==> config.mk <==
export PLATFORM = sky130hd
export DESIGN_NAME = a2d_scan_seq
export DESIGN_NICKNAME = d
export VERILOG_FILES = /design/src/rtl/a2d_pkg.sv /design/src/rtl/SPI_mnrch.sv /design/src/rtl/a2d_scan_seq.sv
export SDC_FILE = /design/constraint.sdc
export NUM_CORES = 1
export LEC_CHECK = 0
export BUFFER_PORTS_ARGS = -buffer_cell sky130_fd_sc_hd__buf_4
export CORE_ASPECT_RATIO = 1.5
export CORE_UTILIZATION = 50
export DETAILED_ROUTE_END_ITERATION = 10
export GPL_TIMING_DRIVEN = 0
export HOLD_SLACK_MARGIN = 0.05
export PLACE_DENSITY = 0.84
export SLEW_MARGIN = 10
export SYNTH_ARGS = -nofsm -noshare
export SYNTH_HDL_FRONTEND = slang
export SYNTH_HIERARCHICAL = 1
export SYNTH_SLANG_ARGS = --single-unit
==> constraint.sdc <==
create_clock -name clk -period 1.9 [get_ports clk]
set_input_delay 0.095 -clock clk [delete_from_list [all_inputs] [get_ports clk]]
set_output_delay 0.095 -clock clk [all_outputs]
set_load 0.01 [all_outputs]
==> src/rtl/a2d_pkg.sv <==
// Shared types and constants for the A2D scan sequencer: FSM states,
// sample width, default channel list and the converter command-word builder.
package a2d_pkg;

  typedef enum logic [2:0] {IDLE, CMD, DEAD, RD, ACC} state_t;

  localparam int SMPL_W = 12;

  // Slot 0 is the least-significant 3-bit field.
  localparam logic [11:0] DEF_CH_LIST = {3'd6, 3'd5, 3'd4, 3'd0};

  function automatic logic [15:0] cmd_word(input logic [2:0] ch);
    return {2'b00, ch, 11'h000};
  endfunction

endpackage

==> src/rtl/SPI_mnrch.sv <==
// 16-bit SPI monarch: SCLK = clk/16, idles high; MOSI changes on SCLK fall,
// MISO is captured just before SCLK rises. One-cycle done pulse per transfer.
module SPI_mnrch (
  input  logic        clk,
  input  logic        rst_n,
  input  logic        wrt,
  input  logic [15:0] wt_data,
  output logic        done,
  output logic [15:0] rd_data,
  output logic        SS_n,
  output logic        SCLK,
  output logic        MOSI,
  input  logic        MISO
);

  logic [3:0]  r_div;
  logic [3:0]  r_bits;
  logic        r_active;
  logic [15:0] r_shft;
  logic        r_smpl;
  logic        r_done;
  logic        r_ss_n;

  always_ff @(posedge clk or negedge rst_n) begin
    if (!rst_n) begin
      r_div    <= 4'd0;
      r_bits   <= 4'd0;
      r_active <= 1'b0;
      r_shft   <= 16'h0000;
      r_smpl   <= 1'b0;
      r_done   <= 1'b0;
      r_ss_n   <= 1'b1;
    end else begin
      r_done <= 1'b0;
      if (wrt && !r_active) begin
        r_active <= 1'b1;
        r_ss_n   <= 1'b0;
        r_div    <= 4'd0;
        r_bits   <= 4'd0;
        r_shft   <= wt_data;
      end else if (r_active) begin
        r_div <= r_div + 4'd1;
        if (r_div == 4'd7) r_smpl <= MISO;
        // The 16th fall is suppressed: SCLK simply returns to its idle level.
        if (r_div == 4'd15) begin
          r_shft <= {r_shft[14:0], r_smpl};
          r_bits <= r_bits + 4'd1;
          if (r_bits == 4'd15) begin
            r_active <= 1'b0;
            r_ss_n   <= 1'b1;
            r_done   <= 1'b1;
          end
        end
      end
    end
  end

  assign done    = r_done;
  assign rd_data = r_shft;
  assign SS_n    = r_ss_n;
  assign SCLK    = r_active ? r_div[3] : 1'b1;
  assign MOSI    = r_active & r_shft[15];

endmodule

==> src/rtl/a2d_scan_seq.sv <==
// Round-robin A2D scan sequencer: command + read SPI transfer per sample,
// optional power-of-two averaging, one 12-bit result register per slot.
module a2d_scan_seq
  import a2d_pkg::*;
#(
  parameter int                  NUM_CH   = 4,
  parameter logic [3*NUM_CH-1:0] CH_LIST  = DEF_CH_LIST,
  parameter int                  AVG_LOG2 = 0,
  parameter int                  DEAD_CYC = 1,
  localparam int                 IDX_W    = (NUM_CH > 1) ? $clog2(NUM_CH) : 1
) (
  input  logic                       clk,
  input  logic                       rst_n,
  input  logic                       nxt,
  input  logic                       auto_en,
  output logic [NUM_CH*SMPL_W-1:0]   res,
  output logic                       res_vld,
  output logic [IDX_W-1:0]           res_idx,
  output logic                       busy,
  output logic                       SS_n,
  output logic                       SCLK,
  output logic                       MOSI,
  input  logic                       MISO
);

  localparam int               ACC_W     = SMPL_W + AVG_LOG2;
  localparam int               SC_W      = (AVG_LOG2 > 0) ? AVG_LOG2 : 1;
  localparam logic [SC_W-1:0]  SC_LAST   = SC_W'((1 << AVG_LOG2) - 1);
  localparam logic [3:0]       DEAD_LAST = 4'(DEAD_CYC - 1);

  state_t              r_state;
  state_t              w_state_next;
  logic [IDX_W-1:0]    r_slot;
  logic [IDX_W-1:0]    w_slot_next;
  logic [3:0]          r_dead;
  logic [SC_W-1:0]     r_scnt;
  logic [ACC_W-1:0]    r_acc;
  logic [SMPL_W-1:0]   r_res [NUM_CH];
  logic                r_res_vld;
  logic [IDX_W-1:0]    r_res_idx;

  logic                w_wrt;
  logic [15:0]         w_wt_data;
  logic                w_done;
  logic [15:0]         w_rd_data;
  logic [2:0]          w_ch;
  logic                w_more;
  logic                w_unused;

  assign w_ch        = CH_LIST[3*r_slot +: 3];
  assign w_more      = (r_scnt < SC_LAST);
  assign w_slot_next = (r_slot == IDX_W'(NUM_CH - 1)) ? '0 : r_slot + 1'b1;
  assign w_unused    = ^w_rd_data[15:SMPL_W];

  always_comb begin
    w_state_next = r_state;
    w_wrt        = 1'b0;
    w_wt_data    = cmd_word(w_ch);
    case (r_state)
      IDLE: if (nxt | auto_en) begin
        w_wrt        = 1'b1;
        w_state_next = CMD;
      end
      CMD:  if (w_done) w_state_next = DEAD;
      DEAD: if (r_dead == DEAD_LAST) begin
        w_wrt        = 1'b1;
        w_wt_data    = 16'h0000;
        w_state_next = RD;
      end
      RD:   if (w_done) w_state_next = ACC;
      ACC:  if (w_more) begin
        w_wrt        = 1'b1;
        w_state_next = CMD;
      end else begin
        w_state_next = IDLE;
      end
      default: w_state_next = IDLE;
    endcase
  end

  always_ff @(posedge clk or negedge rst_n) begin
    if (!rst_n) begin
      r_state   <= IDLE;
      r_slot    <= '0;
      r_dead    <= 4'd0;
      r_scnt    <= '0;
      r_acc     <= '0;
      r_res_vld <= 1'b0;
      r_res_idx <= '0;
      for (int i = 0; i < NUM_CH; i++) r_res[i] <= '0;
    end else begin
      r_state   <= w_state_next;
      r_res_vld <= 1'b0;
      r_dead    <= (r_state == DEAD) ? r_dead + 4'd1 : 4'd0;
      if (r_state == RD && w_done)
        r_acc <= r_acc + ACC_W'(w_rd_data[SMPL_W-1:0]);
      if (r_state == ACC) begin
        if (w_more) begin
          r_scnt <= r_scnt + 1'b1;
        end else begin
          // Truncating average: drop the AVG_LOG2 low bits of the sum.
          r_res[r_slot] <= r_acc[AVG_LOG2 +: SMPL_W];
          r_res_vld     <= 1'b1;
          r_res_idx     <= r_slot;
          r_slot        <= w_slot_next;
          r_acc         <= '0;
          r_scnt        <= '0;
        end
      end
    end
  end

  for (genvar gi = 0; gi < NUM_CH; gi++) begin : g_res
    assign res[SMPL_W*gi +: SMPL_W] = r_res[gi];
  end

  assign res_vld = r_res_vld;
  assign res_idx = r_res_idx;
  assign busy    = (r_state != IDLE);

  SPI_mnrch u_spi (
    .clk     (clk),
    .rst_n   (rst_n),
    .wrt     (w_wrt),
    .wt_data (w_wt_data),
    .done    (w_done),
    .rd_data (w_rd_data),
    .SS_n    (SS_n),
    .SCLK    (SCLK),
    .MOSI    (MOSI),
    .MISO    (MISO)
  );

endmodule

==> results of run 1 <==
## routing by layer
layer  GRT usage  routed length (um)  share of wire
met1       0.273                4450           0.40
met2       0.396                6050           0.54
met3      0.0429                 435          0.039
met4      0.0993                 268          0.024
met5           0                   0              0
## worst reg2reg max path: stages, from the launching register on
cell and delay [ns]:
dfrtp_1 0.44, ha_4 0.20, inv_2 0.05, fa_2 0.19
nand2b_4 0.14, a21oi_4 0.06, o211a_1 0.22, or3_1 0.31
a32o_1 0.26
## state kept, by name, indices dropped and copies added, names as in the netlist
name and flops:
u_spi/rd_data 16, u_spi/SS_n 1, u_spi/r_div 4, u_spi/done 1, u_spi/r_smpl 1, u_spi/r_active 1, r_state 3, r_slot 2
res 48, r_dead 4, res_vld 1, u_spi/r_bits 4, r_acc 12, res_idx 2
## metrics by stage
stage / hold slack [ns] / TNS, ns / area (sq um) / total power [mW]
after floorplan: -0.201 / -0.0298 / 4790 / 2.23
after global placement: 0.330 / -1.30 / 5380 / 2.29
after detailed placement: 0.332 / -1.71 / 5380 / 2.29
after CTS: 0.0758 / -0.189 / 5880 / 4.37
after global routing: 0.108 / -1.17 / 6140 / 4.51
final: 0.0952 / -0.238 / 6140 / 4.38
## repair_timing
item | CTS | global route
gates cloned | 0 | 1
setup endpoints to repair | 25 | 52
buffers inserted | 8 | 16
pin swaps | 10 | 14
endpoints found under the hold margin | 1 | 99
hold buffers | 1 | 1
gates resized for setup | 21 | 17
## kinds of logic (layout without fill, tap and decap cells)
| kind of cell | after synthesis | in the layout |
|---|---|---|
| simple gates | 125 | 125 |
| flops | 100 | 100 |
| compound gates | 65 | 65 |
| mux | 50 | 50 |
| buf+inv | 26 | 129 |
| fa+ha+maj | 21 | 21 |
| xor+xnor | 8 | 8 |
| other cells | 1 | 13 |
## worst max-delay path by stage
| stage | end | slack (ns) | depth (start not counted) |
|---|---|---|---|
| CTS | r_acc[8] | -0.08 | 8 |
| detailed placement | r_acc[11] | -0.29 | 6 |
| finish | r_acc[8] | -0.09 | 8 |
| floorplan | r_acc[8] | -0.03 | 8 |
| global placement | u_spi/rd_data[12] | -0.21 | 7 |
| global route | r_acc[11] | -0.13 | 6 |
## cells in the final DEF (no fill, tap or decap), types with 3 or more instances in the layout
cell type and instances:
a21o_1 4, a21oi_1 8, a22oi_1 16, and2_1 4, buf_2 4, buf_4 84
buf_6 6, bufinv_16 3, clkbuf_16 10, conb_1 13, dfrtp_1 93, dfrtp_2 6
ha_1 13, ha_4 5, inv_1 6, mux2_2 30, mux2_4 20, nand2_1 38
nand2b_1 7, nand3_1 28, nor2_1 18, nor2b_1 3, o211ai_1 4, o21ai_0 13
o21ai_1 3, or3_1 4, xor2_1 6
## power breakdown
part | switching [mW] | internal, mW
clock network | 0.804 | 1.29
registers | 0.0183 | 2.14
logic | 0.0780 | 0.0445
total | 0.901 | 3.48
## area by class of cell
| type | count | area, sq um |
|---|---|---|
| Clock inverter | 6 | 114 |
| Fill cell | 605 | 3060 |
| Clock buffer | 10 | 229 |
| Timing Repair Buffer | 87 | 699 |
| Multi-Input combinational cell | 282 | 2240 |
| Tap cell | 112 | 140 |
| Inverter | 9 | 36.3 |
| Buffer | 17 | 169 |
| Sequential cell | 100 | 2510 |
==> qor.yml, run 1 <==
status: "finished with violations"
violations: "negative setup slack"
rr_endpoint: "r_acc[8]"
core-area_sq_um: 9200
path_delay_family: "compound AO/OA/AOI/OAI gates"
finalSetupViolations: 3
r2r_setup_slack_ns: -0.09
ys.flop_type: "dfrtp_1"
drv_slew: 0
ys_ff_latch: 100
start_kind: "flip-flop"
synth_top_family_by_area: "multiplexers"
setup_ws_ns: -0.0888
grt.total_usage: 0.230
hp-class: "input pin to asynchronous set/reset pin"
place_ws_ns: -0.288
synth_common_cells: "dfrtp_1, nand2_1, mux2_2, nand3_1"
htree_levels: 3
cts_root_buf: "clkbuf_16"
fin_crit_sh: 1.05
wirelength_um: 11200
antenna_found_initial: 0
place_inst: 579
num_vias: 3508
max_freq_mhz: 503
yosysSeqAreaShare: 0.529
grt_pass1_wl_um: 17000
min_period_ns: 1.99
slowest_stage: "dfrtp_1"
drive_gt1_frac: 0.403
yosysMostFrequentCell: "dfrtp_1"
numCtsBuffers: 9
finClkSkew_ns: 0.0105
yosysUniqueCellTypes: 55
synthSimpleGateAreaFrac: 0.132
critPathMaxStageDelay_ns: 0.44
postRouteAntennaNets: 0
core.rowCount: 43
io_buffers: 59
die_y_um: 121
io_pins: 60
netlist_instances: 396
via_per_inst: 5.63
cts_tree: "built"
cp.buffers_inverters: 1
path_cells: "ha_4 > inv_2 > fa_2 > nand2b_4 > a21oi_4 > o211a_1 > or3_1 > a32o_1"
cap_violations: 0
wl_per_cell_um: 18.0
grt_overflow: 0
clockBufferDepth: 2
synthToLayoutAreaGrowth_pct: 29.6
dieArea_sq_um: 9880
crit_arrival_ns: 2.22
dp_hpwl_um: 6730
insertion_delay_ns: 0.35
cp_data_required_time_ns: 2.13
grt_max_degree: 101
cts.reportedPaths.clkPinSlew_ns: 0.07
cp-end-kind: "flip-flop"
critPathMaxFanout: 4
yosys_warnings: 6
syn_area_sq_um: 4740
detail_route.first_pass.iterations: 4
critPathKind: "flip-flop to flip-flop"
drc_errors: 0
initial_core_util: 0.515
synth_xor_xnor_area_share: 0.0148
synth_mux_area_frac: 0.135
grt_pass1_vias: 3553
power.density_nw_per_um2: 713
dr.first_iter.drc_count: 258
ys_async_sr_fraction: 1.00
synth_compound_area_frac: 0.0911
gp_congestion: 0.868
cts_sinks: 100
num_antenna_cells: 0
vdd.ir_drop.worst_v: 0.000798
fin_cells: 623
p_leak_nw: 2.98
die_w_um: 81.5
post-route-util: 0.667
netlist.area_leader.share: 0.523
reg2regPathDepth: 8
rsz0062_at_grt: "true"
startpoint: "u_spi/rd_data[0]"
final_hold_viol_count: 0
layout.nets: 532
r2r-start: "u_spi/rd_data[0]"
synth_area_per_cell_sq_um: 12.0
yosysTopAreaCell: "dfrtp_1"
synthTopCellsByArea: "dfrtp_1, mux2_2, mux2_4, ha_1, nand3_1"
synth_edf_count: 0
synthAdderAreaFrac: 0.0571
No activity file was read; power rests on OpenSTA's default activity.
==> run 2: changes to the inputs <==
--- a/config.mk
+++ b/config.mk
@@ -8,6 +8,7 @@
 export BUFFER_PORTS_ARGS = -buffer_cell sky130_fd_sc_hd__buf_4
 export CORE_ASPECT_RATIO = 1.5
 export CORE_UTILIZATION = 50
+export CTS_BUF_LIST = sky130_fd_sc_hd__clkbuf_8 sky130_fd_sc_hd__clkbuf_16
 export DETAILED_ROUTE_END_ITERATION = 10
 export GPL_TIMING_DRIVEN = 0
 export HOLD_SLACK_MARGIN = 0.05
==> run 2 against run 1 <==
- the flow still finishes with violations (negative setup slack)
- combinational power about the same
- power is 0.12% lower
- clock skew hardly changed
- utilization unchanged
- critical path depth stayed put
- cell count unchanged
- routed wire length did not move
- sequential power barely moved
- first-iteration DRC count is the same
- critical endpoint unchanged
- largest cell class unchanged
==> qor.yml, run 2 (synthesis gave the netlist of run 1 again) <==
cap_violations: 0
timing.hold.ws_ns: 0.0952
rsz0062_at_grt: "true"
min_period_ns: 1.99
drive_gt1_frac: 0.403
wirelength_um: 11200
grt_overflow: 0
place_ws_ns: -0.288
io_pins: 60
htree_levels: 3
finalSetupViolations: 3
p_leak_nw: 2.98
power.density_nw_per_um2: 712
io_buffers: 59
wl_per_cell_um: 18.0
clockBufferDepth: 2
vdd.ir_drop.worst_v: 0.000798
dp_hpwl_um: 6730
fill_cells: 605
insertion_delay_ns: 0.35
start_kind: "flip-flop"
grt.total_usage: 0.230
dr.first_iter.drc_count: 258
fin_cells: 623
cts_root_buf: "clkbuf_16"
synthToLayoutAreaGrowth_pct: 29.6
cp-end-kind: "flip-flop"
antenna_found_initial: 0
grt_pass1_vias: 3553
final_cell_mix: "dfrtp_1, buf_4, nand2_1"
core-area_sq_um: 9200
via_per_inst: 5.63
setup_ws_ns: -0.0888
critPathKind: "flip-flop to flip-flop"
gp_congestion: 0.868
finClkSkew_ns: 0.0106
cts.reportedPaths.clkPinSlew_ns: 0.07
die_w_um: 81.5
initial_core_util: 0.515
critPathMaxFanout: 4
core.rowCount: 43
layout_commonest_cell: "dfrtp_1"
cts_tree: "built"
hp-class: "input pin to asynchronous set/reset pin"
num_antenna_cells: 0
place_inst: 579
numCtsBuffers: 9
layout.nets: 532
drc_errors: 0
violations: "negative setup slack"
setup_tns_ns: -0.238
max_freq_mhz: 503
largest_reg_flops: 48
fin_crit_sh: 1.05
grt_pass1_wl_um: 17000
die_y_um: 121
postRouteAntennaNets: 0
dpl_cell_area_sq_um: 5380
cp_data_required_time_ns: 2.13
final_hold_viol_count: 0
cts_sinks: 100
num_vias: 3505
dieArea_sq_um: 9880
crit_arrival_ns: 2.22
status: "finished with violations"
final_cell_area_sq_um: 6140
detail_route.first_pass.iterations: 4
drv_slew: 0
grt_max_degree: 101
## run 2: changes by cell type in the layout (fill, tap and decap cells not counted)
| cell | change |
|---|---|
| inv_1 | +1 |
| clkbuf_1 | -1 |
## run 2: final timing paths
check / startpoint / to / slack [ns] / cells past startpoint
max: u_spi/rd_data[0] / r_acc[8] / -0.09 / 8
min: rst_n / res[30] / 0.1 / 2
max reg2reg: u_spi/rd_data[0] / r_acc[8] / -0.09 / 8
min reg2reg: res_idx[0] / res_idx[0] / 0.48 / 2
max in group asynchronous: rst_n / r_acc[1] / 1.13 / 3
min in group clk: nxt / r_state[0] / 0.15 / 4
## run 2: timing repair
item | in CTS | in global routing
gates cloned | 0 | 1
pin swaps | 10 | 14
endpoints found under the setup margin | 25 | 52
hold buffers | 1 | 1
gates resized for setup | 21 | 17
hold endpoints to repair | 1 | 99
buffers inserted | 8 | 16
## run 2: cell type report
| class | instances | area (sq um) | share of cell area |
|---|---|---|---|
| clock buffers | 9 | 225 | 0.0367 |
| flip-flops and latches | 100 | 2510 | 0.409 |
| multi-input cells | 282 | 2240 | 0.365 |
| well taps | 112 | 140 | 0.0228 |
| clock inverters | 7 | 118 | 0.0192 |
| repair buffers | 87 | 699 | 0.114 |
| plain buffers | 17 | 169 | 0.0275 |
| inverters | 9 | 36.3 | 0.00591 |
## run 2: critical path: stages, from the launching register on
cell and delay, ns:
dfrtp_1 0.44, ha_4 0.19, inv_2 0.05, fa_2 0.19
nand2b_4 0.14, a21oi_4 0.06, o211a_1 0.22, or3_1 0.31
a32o_1 0.26
## run 2: metal layers
metal,global-route usage,routed length (um),vias up
met2,0.396,6050,108
li1,-,-,1607
met1,0.273,4450,1767
met3,0.0429,435,23
met5,0,0,-
met4,0.0993,268,0
## run 2: report_power, final
group | total (mW) | internal [mW] | switching (mW)
logic | 0.122 | 0.0445 | 0.0780
clock network | 2.09 | 1.28 | 0.805
registers | 2.16 | 2.14 | 0.0183
## run 2: per-stage QoR
step	utilization	power, mW
2_1_floorplan	-	2.23
3_3_place_gp	0.584	2.29
3_5_place_dp	0.584	2.29
4_1_cts	0.639	4.37
5_1_grt	0.667	4.51
6_report	0.667	4.37
==> run 3: changes to the inputs <==
--- a/config.mk
+++ b/config.mk
@@ -13,6 +13,7 @@
 export GPL_TIMING_DRIVEN = 0
 export HOLD_SLACK_MARGIN = 0.05
 export PLACE_DENSITY = 0.84
+export SETUP_SLACK_MARGIN = 0.4
 export SLEW_MARGIN = 10
 export SYNTH_ARGS = -nofsm -noshare
 export SYNTH_HDL_FRONTEND = slang
==> run 3 against run 2 <==
- the run still ends with negative setup slack left
- routed wire length up 20%
- critical path type unchanged
- cell area up 12%
- sequential share of layout area fell by 4.3 points
- highest routed layer unchanged
- non-clock buffer count grew 34
- worst hold slack better by 0.31 ns
- cell count is 5.5% higher
- clock-buffer cell count did not move
==> qor.yml, run 3 (synthesis gave the netlist of run 1 again) <==
status: "finished with violations"
violations: "negative setup slack"
power.density_nw_per_um2: 592
critPathKind: "flip-flop to flip-flop"
setup_ws_ns: -0.115
cts_tree: "built"
via_per_inst: 5.84
postRouteAntennaNets: 0
htree_levels: 3
min_period_ns: 2.02
path_cells: "buf_4 > inv_1 > fa_2 > nand2b_4 > a21oi_4 > o21a_1 > or3_1 > a32o_1"
antenna_found_initial: 0
cap_violations: 0
fin_crit_sh: 1.06
clockBufferDepth: 2
detail_route.first_pass.iterations: 6
grt_pass1_vias: 3781
slowest_stage: "dfrtp_1"
tightest_slew_ns: 0.896
cp-end-kind: "flip-flop"
io_buffers: 59
drv_slew: 0
cts_sinks: 100
dr.first_iter.drc_count: 218
io_pins: 60
dieArea_sq_um: 9880
critPathMaxStageDelay_ns: 0.46
layout_commonest_cell: "dfrtp_1"
layout.nets: 566
place_ws_ns: -0.173
grt_overflow: 0
synthToLayoutAreaGrowth_pct: 44.8
p_leak_nw: 3.31
gp_congestion: 0.898
num_vias: 3838
start_kind: "flip-flop"
maxSlewHeadroom: 0.403
core-area_sq_um: 9200
wirelength_um: 13500
drc_errors: 0
multi_input_area_sq_um: 2560
finClkSkew_ns: 0.0119
final_cell_mix: "dfrtp_1, buf_4, mux2_4"
setup_tns_ns: -0.270
core.rowCount: 43
cp_data_required_time_ns: 2.14
critPathMaxFanout: 4
vdd.ir_drop.worst_v: 0.000806
fill_cells: 505
final_hold_viol_count: 0
crit_arrival_ns: 2.26
num_antenna_cells: 0
numCtsBuffers: 9
grt_pass1_wl_um: 19100
wl_per_cell_um: 20.5
dp_hpwl_um: 6880
cts_root_buf: "clkbuf_16"
drive_gt1_frac: 0.516
die_y_um: 121
grt_max_degree: 101
cts.reportedPaths.clkPinSlew_ns: 0.07
rsz0062_at_grt: "true"
hp-class: "input pin to asynchronous set/reset pin"
regArea_sq_um: 2510
grt.total_usage: 0.263
max_freq_mhz: 496
finalSetupViolations: 4
initial_core_util: 0.515
largest_reg_flops: 48
die_w_um: 81.5
insertion_delay_ns: 0.36
run 3: cell count changes in the layout (fill, tap and decap cells not counted), moves of 10 or more:
cell / change
nand3_1: -20
mux2_4: +29
o21ai_0: -10
mux2_2: -29
nand3_2: +18
buf_6: +24
run 3: cell type report:
cell class                      count  share of cell area
Clock buffer                        9              0.0328
Timing Repair Buffer              121               0.163
Tap cell                          112              0.0204
Sequential cell                   100               0.366
Clock inverter                      7             0.00839
Inverter                            9             0.00547
Buffer                             17              0.0308
Multi-Input combinational cell    282               0.373
run 3: worst paths after layout:
path,from,endpoint,slack (ns),depth (start not counted)
worst max-delay path,u_spi/rd_data[1],r_acc[6],-0.12,8
worst min-delay path,rst_n,r_acc[11],0.40,2
worst max register to register,u_spi/rd_data[1],r_acc[6],-0.12,8
worst min register to register,r_dead[0],r_dead[0],0.50,1
max in group asynchronous,rst_n,r_acc[6],0.82,2
min in group clk,nxt,r_state[0],0.46,7
run 3: timing repair:
action	CTS	global route
resized for setup	69	54
pin swaps	25	25
hold buffers	1	1
setup endpoints to repair	85	90
hold endpoints to repair	1	99
gates cloned	4	1
setup buffers	35	20
run 3: critical path: cells and delay by family (launching register included):
family	cells	cell delay, ns
and+or+nand+nor	2	0.47
DFF	1	0.46
adders and majority gates	1	0.21
buffers and inverters	2	0.23
AOI/OAI and AO/OA	3	0.52
run 3: metrics by stage:
stage               hold slack (ns)  area (sq um)  cells  utilization  power, mW
floorplan                    -0.201          4970    408            -       2.24
global placement              0.330          5560    579        0.604       2.29
detailed placement            0.333          5560    579        0.604       2.30
CTS                          0.0572          6480    635        0.704       4.03
global route                  0.485          6860    657        0.746       4.18
finish                        0.404          6860    657        0.746       4.06
run 3: where the power goes:
group | total, mW | internal (mW) | switching (mW) | leakage, nW
Sequential | 2.16 | 2.14 | 0.0214 | 1.31
Combinational | 0.128 | 0.0450 | 0.0833 | 1.87
Clock | 1.77 | 0.906 | 0.864 | 0.134
run 3: metal layers:
metal  global-route usage  share of wire  routed length [um]
met5                    0              0                   0
met4                0.148          0.062                 835
met3               0.0323          0.039                 530
met2                0.467           0.53                7130
met1                0.293           0.37                4970
